$ cat config.mk
export PLATFORM = sky130hd
export DESIGN_NAME = uart_baud_gen_frac
export DESIGN_NICKNAME = d
export VERILOG_FILES = /design/src/rtl/uart_baud_gen_frac.sv
export SDC_FILE = /design/constraint.sdc
export NUM_CORES = 1
export LEC_CHECK = 0
export ABC_AREA = 0
export CORE_AREA = 2 2 100 102
export CTS_CLUSTER_SIZE = 24
export DETAILED_ROUTE_END_ITERATION = 10
export DIE_AREA = 0 0 102 104
export GPL_TIMING_DRIVEN = 0
export HOLD_SLACK_MARGIN = 0.1
export PLACE_DENSITY = 0.62
export SLEW_MARGIN = 20
export SYNTH_ARGS = -nofsm -noshare
export SYNTH_HDL_FRONTEND = slang
export SYNTH_SLANG_ARGS = --single-unit
$ cat constraint.sdc
create_clock -name clk -period 12.2 [get_ports clk]
set_input_delay 1.22 -clock clk [delete_from_list [all_inputs] [get_ports clk]]
set_output_delay 1.22 -clock clk [all_outputs]
set_load 0.01 [all_outputs]
$ cat src/rtl/uart_baud_gen_frac.sv
// Fractional baud generator: oversample tick plus bit tick derived from an integer+fraction divisor.
// Divisor writes go through a shadow register and are applied at period boundaries, on resync, or while idle.
module uart_baud_gen_frac #(
    parameter int unsigned DIV_W          = 16,
    parameter int unsigned FRAC_W         = 4,
    parameter int unsigned OVERSAMPLE     = 16,
    parameter int unsigned RESET_DIV_INT  = 651,
    parameter int unsigned RESET_DIV_FRAC = 1
) (
    input  logic                          clk,
    input  logic                          rst,
    input  logic                          en,
    input  logic                          resync,
    input  logic                          cfg_wr,
    input  logic [DIV_W-1:0]              cfg_div_int,
    input  logic [FRAC_W-1:0]             cfg_div_frac,
    output logic                          cfg_pending,
    output logic                          cfg_err,
    output logic                          os_tick,
    output logic                          baud_tick,
    output logic [$clog2(OVERSAMPLE)-1:0] os_phase
);

    localparam int unsigned       PhW        = $clog2(OVERSAMPLE);
    localparam logic [DIV_W-1:0]  MinDiv     = DIV_W'(2);
    localparam logic [DIV_W-1:0]  RstDivInt  = DIV_W'(RESET_DIV_INT);
    localparam logic [FRAC_W-1:0] RstDivFrac = FRAC_W'(RESET_DIV_FRAC);

    logic [DIV_W-1:0]  cnt_q, cnt_d;
    logic [FRAC_W-1:0] acc_q, acc_d;
    logic [DIV_W-1:0]  div_int_q, div_int_d;
    logic [FRAC_W-1:0] div_frac_q, div_frac_d;
    logic [DIV_W-1:0]  shd_int_q, shd_int_d;
    logic [FRAC_W-1:0] shd_frac_q, shd_frac_d;
    logic              pend_q, pend_d;
    logic              err_q, err_d;
    logic              os_tick_q, os_tick_d;
    logic              baud_tick_q, baud_tick_d;
    logic [PhW-1:0]    phase_q, phase_d;

    logic              wr_ok;
    logic              term;
    logic              apply;
    logic [FRAC_W:0]   sum;
    logic              carry;

    always_comb begin
        wr_ok = cfg_wr && (cfg_div_int >= MinDiv);
        term  = (cnt_q == '0);
        apply = pend_q && (!en || resync || term);

        div_int_d  = apply ? shd_int_q  : div_int_q;
        div_frac_d = apply ? shd_frac_q : div_frac_q;

        // Carry for the upcoming period uses the divisor in force from this boundary on.
        sum   = {1'b0, acc_q} + {1'b0, div_frac_d};
        carry = sum[FRAC_W];

        cnt_d       = cnt_q - DIV_W'(1);
        acc_d       = acc_q;
        phase_d     = phase_q;
        os_tick_d   = 1'b0;
        baud_tick_d = 1'b0;

        if (!en || resync) begin
            // Idle/resync preloads a full integer period so counting restarts cleanly.
            cnt_d   = div_int_d - MinDiv;
            acc_d   = '0;
            phase_d = '0;
        end else if (term) begin
            cnt_d       = (div_int_d - DIV_W'(1)) + DIV_W'(carry);
            acc_d       = sum[FRAC_W-1:0];
            phase_d     = phase_q + PhW'(1);
            os_tick_d   = 1'b1;
            baud_tick_d = (phase_d == '0);
        end

        shd_int_d  = wr_ok ? cfg_div_int  : shd_int_q;
        shd_frac_d = wr_ok ? cfg_div_frac : shd_frac_q;
        pend_d     = wr_ok ? 1'b1 : (apply ? 1'b0 : pend_q);
        err_d      = cfg_wr && (cfg_div_int < MinDiv);
    end

    always_ff @(posedge clk) begin
        if (rst) begin
            cnt_q       <= RstDivInt - MinDiv;
            acc_q       <= '0;
            div_int_q   <= RstDivInt;
            div_frac_q  <= RstDivFrac;
            shd_int_q   <= RstDivInt;
            shd_frac_q  <= RstDivFrac;
            pend_q      <= 1'b0;
            err_q       <= 1'b0;
            os_tick_q   <= 1'b0;
            baud_tick_q <= 1'b0;
            phase_q     <= '0;
        end else begin
            cnt_q       <= cnt_d;
            acc_q       <= acc_d;
            div_int_q   <= div_int_d;
            div_frac_q  <= div_frac_d;
            shd_int_q   <= shd_int_d;
            shd_frac_q  <= shd_frac_d;
            pend_q      <= pend_d;
            err_q       <= err_d;
            os_tick_q   <= os_tick_d;
            baud_tick_q <= baud_tick_d;
            phase_q     <= phase_d;
        end
    end

    assign cfg_pending = pend_q;
    assign cfg_err     = err_q;
    assign os_tick     = os_tick_q;
    assign baud_tick   = baud_tick_q;
    assign os_phase    = phase_q;

endmodule

==> flow_summary.json <==
{
  "outcome": "complete, no violations",
  "max_cap_violations": 0,
  "grt_pass1_vias": 3126,
  "met1_usage": 0.2502,
  "r2r_slack_ns": 6.99,
  "period_needed_ns": 5.533,
  "dieArea_mm2": 0.01061,
  "cts_root_buf": "clkbuf_8",
  "numCtsBuffers": 9,
  "final_cell_area_mm2": 0.004387,
  "max_stage_delay_ns": 0.51,
  "final_util": 0.4594,
  "drv_slew": 0,
  "via_per_inst": 5.335,
  "grt.overflow.total": 0,
  "hpwl_um": 7085,
  "cts.sinks": 68,
  "async_flop_share": 0,
  "fp.coreArea_mm2": 0.009549,
  "pre_cts_slack_ns": 6.316,
  "leakage_nw": 1.713,
  "crit_chain": "clkdlybuf4s50_1, nand2b_1, clkbuf_1, o21ai_2, buf_6, buf_6, buf_4, nand2_1, nand2_1, ha_1, fa_1, a21o_1, a21oi_1, ha_1, ha_1, nand2_1, mux2_2, or4_1, nand4_1, o211ai_1",
  "port_buffers": 31,
  "slowest_stage": "or4_1",
  "ant_nets": 0,
  "setup_slack_ns": 6.667,
  "final_cells": 621,
  "die_w_um": 102,
  "max-vdd-ir-drop_uv": 56.17,
  "hold_start": "acc_q[3]",
  "ys_ff_latch": 68,
  "synth_cell_types": 58,
  "met2_usage": 0.2857,
  "pwr-share-comb": 0.123,
  "firstDrtPassIters": 6,
  "r2r_cells": 21,
  "place_inst": 605,
  "via_count": 3313,
  "synth_cells": 441,
  "regToRegEndpoint": "cnt_q[14]",
  "clkTransAtPathRegs_ns": 0.08,
  "busiest_layer": "met2",
  "yosysWarnings": 0,
  "wl_per_cell_um": 15.25,
  "worstSkewPairLatency_ns": 0.36,
  "end_kind": "flop",
  "hold_buffers": 0,
  "p_int_w": 0.0003530,
  "nFillCells": 963,
  "tightest_slew_ns": 0.7099,
  "switchingPower_w": 0.0001365,
  "setup_tns_ns": 0,
  "synthTopCellsByArea": "dfxtp_1, mux2i_1, nand2_1, nor2_1, ha_1",
  "ios": 33,
  "clkPwrFrac": 0.390,
  "area.growth.synth_to_final_pct": 18.25,
  "powerDensity_mw_per_mm2": 111.6,
  "required_ns": 12.43,
  "start_util": 0.3885,
  "cts_tree": "yes",
  "rows": 36,
  "yosysTopAreaCell": "dfxtp_1",
  "worstSetupStartpointType": "primary input",
  "hold_end": "acc_q[3]",
  "synth_edf_count": 0,
  "cp_max_fo": 10,
  "slew_headroom": 0.5268,
  "clock_skew_ns": 0.008827,
  "hold_class": "reg2reg",
  "fin_crit_sh": 0.4535,
  "rsz0062_at_grt": "no",
  "path_buf_inv": 5,
  "cts_setup_buffers": 0,
  "gp_congestion": 0.8621,
  "htreeDepth": 3,
  "synth_ff_type": "dfxtp_1",
  "setup_viol": 0,
  "fp.dieH_um": 104,
  "place_area_mm2": 0.004187,
  "grt_usage": 0.1862,
  "grt_max_degree": 14,
  "hold_violations": 0,
  "nNetsFinal": 519,
  "r2r_start": "cnt_q[0]",
  "antenna_found_initial": 0,
  "syn_avg_cell_area_um2": 8.412,
  "synth_fp_nets": 477,
  "routed_wl_um": 9471,
  "worstSetupPathType": "in2reg",
  "synth_top_area_frac": 0.3669,
  "synth_seq_area_share": 0.3669,
  "drt-initial-drc-count": 203,
  "cts_max_path_buffers": 2,
  "seqPwrFrac": 0.487,
  "power_switching_share": 0.2788,
  "drive_gt1_frac": 0.08811,
  "grt_first_pass_wirelength_um": 15510,
  "hold_depth": 2,
  "post-route-drc-count": 0,
  "netlist_area_mm2": 0.003710,
  "antenna_cells": 0,
  "arrival_ns": 5.76,
  "cts-resized-gates": 0,
  "gr-usage-met3": 0.03763,
  "fmax_mhz": 180.7,
  "critPathTopFamily": "buffers and inverters"
}
[layout by cell type, fill, tap and decap left out, types with 3 or more instances in the layout]
cell / count
a211oi_1: 5
a21oi_1: 22
and2_1: 5
clkbuf_1: 13
clkbuf_8: 9
clkdlybuf4s50_1: 31
dfxtp_1: 68
ha_1: 10
inv_1: 4
mux2_2: 8
mux2i_1: 30
nand2_1: 78
nand2b_1: 4
nand3_1: 8
nand4_1: 3
nor2_1: 52
nor3_1: 13
nor4_1: 15
o211ai_1: 8
o21ai_0: 10
o31ai_1: 7
or3_1: 5
or4_1: 6
xnor2_1: 11
xor2_1: 11
[cell type report]
class | instances | area, µm² | share of cell area
Buffer | 20 | 100.1 | 0.02282
Clock buffer | 9 | 123.9 | 0.02824
Clock inverter | 7 | 76.32 | 0.01740
Inverter | 4 | 15.01 | 0.003423
Multi-Input combinational cell | 349 | 2233 | 0.5091
Sequential cell | 68 | 1361 | 0.3103
Tap cell | 133 | 166.4 | 0.03794
Timing Repair Buffer | 31 | 310.3 | 0.07074
[synth_stat cells (all sizes together), types with 2 or more instances]
cell,instances
nand3,8
or3,5
nor4,16
mux2i,33
nand4,3
a21o,2
o31ai,7
inv,4
and2,5
a221o,2
o211ai,8
a211oi,6
xor2,11
or3b,2
nor2b,2
nor3,14
nand2,78
nor3b,2
dfxtp,68
ha,10
buf,7
mux2,8
o41ai,2
xnor2,11
a21oi,22
clkbuf,13
o21ai,11
nor2,52
nand2b,4
or4,7
[state kept, by name, indices dropped and copies added, names as in the netlist]
| signal | count |
|---|---|
| shd_frac_q | 4 |
| cnt_q | 16 |
| div_int_q | 16 |
| acc_q | 4 |
| baud_tick | 1 |
| os_phase | 4 |
| os_tick | 1 |
| shd_int_q | 16 |
| cfg_pending | 1 |
| div_frac_q | 4 |
| cfg_err | 1 |
[per-stage QoR]
| stage | power, W | hold slack (ns) |
|---|---|---|
| 2_1_floorplan | 0.0002812 | 0.4362 |
| 3_3_place_gp | 0.0003021 | 0.4439 |
| 3_5_place_dp | 0.0003031 | 0.4570 |
| 4_1_cts | 0.0004925 | 0.4705 |
| 5_1_grt | 0.0005089 | 0.4936 |
| 6_report | 0.0004895 | 0.4691 |
[power by group through the flow]
stage | Clock (W) | Combinational (W) | Sequential [W]
floorplan | 0 | 0.0000400 | 0.000241
global placement | 0 | 0.0000590 | 0.000243
detailed placement | 0 | 0.0000597 | 0.000243
global route | 0.000203 | 0.0000666 | 0.000240
finish | 0.000191 | 0.0000603 | 0.000238
CTS | 0.000194 | 0.0000602 | 0.000238
[routing by layer]
layer,vias up,part of all wire
met4,0,0.024
met5,-,0
li1,1669,-
met3,18,0.053
met1,1516,0.47
met2,110,0.45
[worst max path at each step]
stage | start | endpoint | cells after the start
floorplan | resync | cnt_q[14] | 19
finish | resync | cnt_q[14] | 20
global placement | resync | cnt_q[14] | 20
global route | resync | cnt_q[14] | 20
CTS | resync | cnt_q[14] | 20
detailed placement | resync | cnt_q[14] | 20
[logic make-up after synthesis]
logic type,Yosys count,synth area share
XOR/XNOR,22,0.05194
buffers and inverters,24,0.03103
AO/OA/AOI/OAI,71,0.1288
flip-flops,68,0.3669
AND/OR/NAND/NOR,204,0.2634
adder cells (fa/ha/maj),11,0.03912
multiplexers,41,0.1187
[worst reg2reg max path: stages, from the launching register on]
cell and delay, ns:
dfxtp_1 0.31, inv_1 0.08, ha_1 0.24, or4b_2 0.67, nor4_4 0.24, o21ai_2 0.17
buf_6 0.21, buf_6 0.16, buf_4 0.20, nand2_1 0.08, nand2_1 0.07, ha_1 0.21
fa_1 0.41, a21o_1 0.18, a21oi_1 0.16, ha_1 0.21, ha_1 0.30, nand2_1 0.11
mux2_2 0.35, or4_1 0.51, nand4_1 0.10, o211ai_1 0.10
Power figures use the tool's default switching activity.
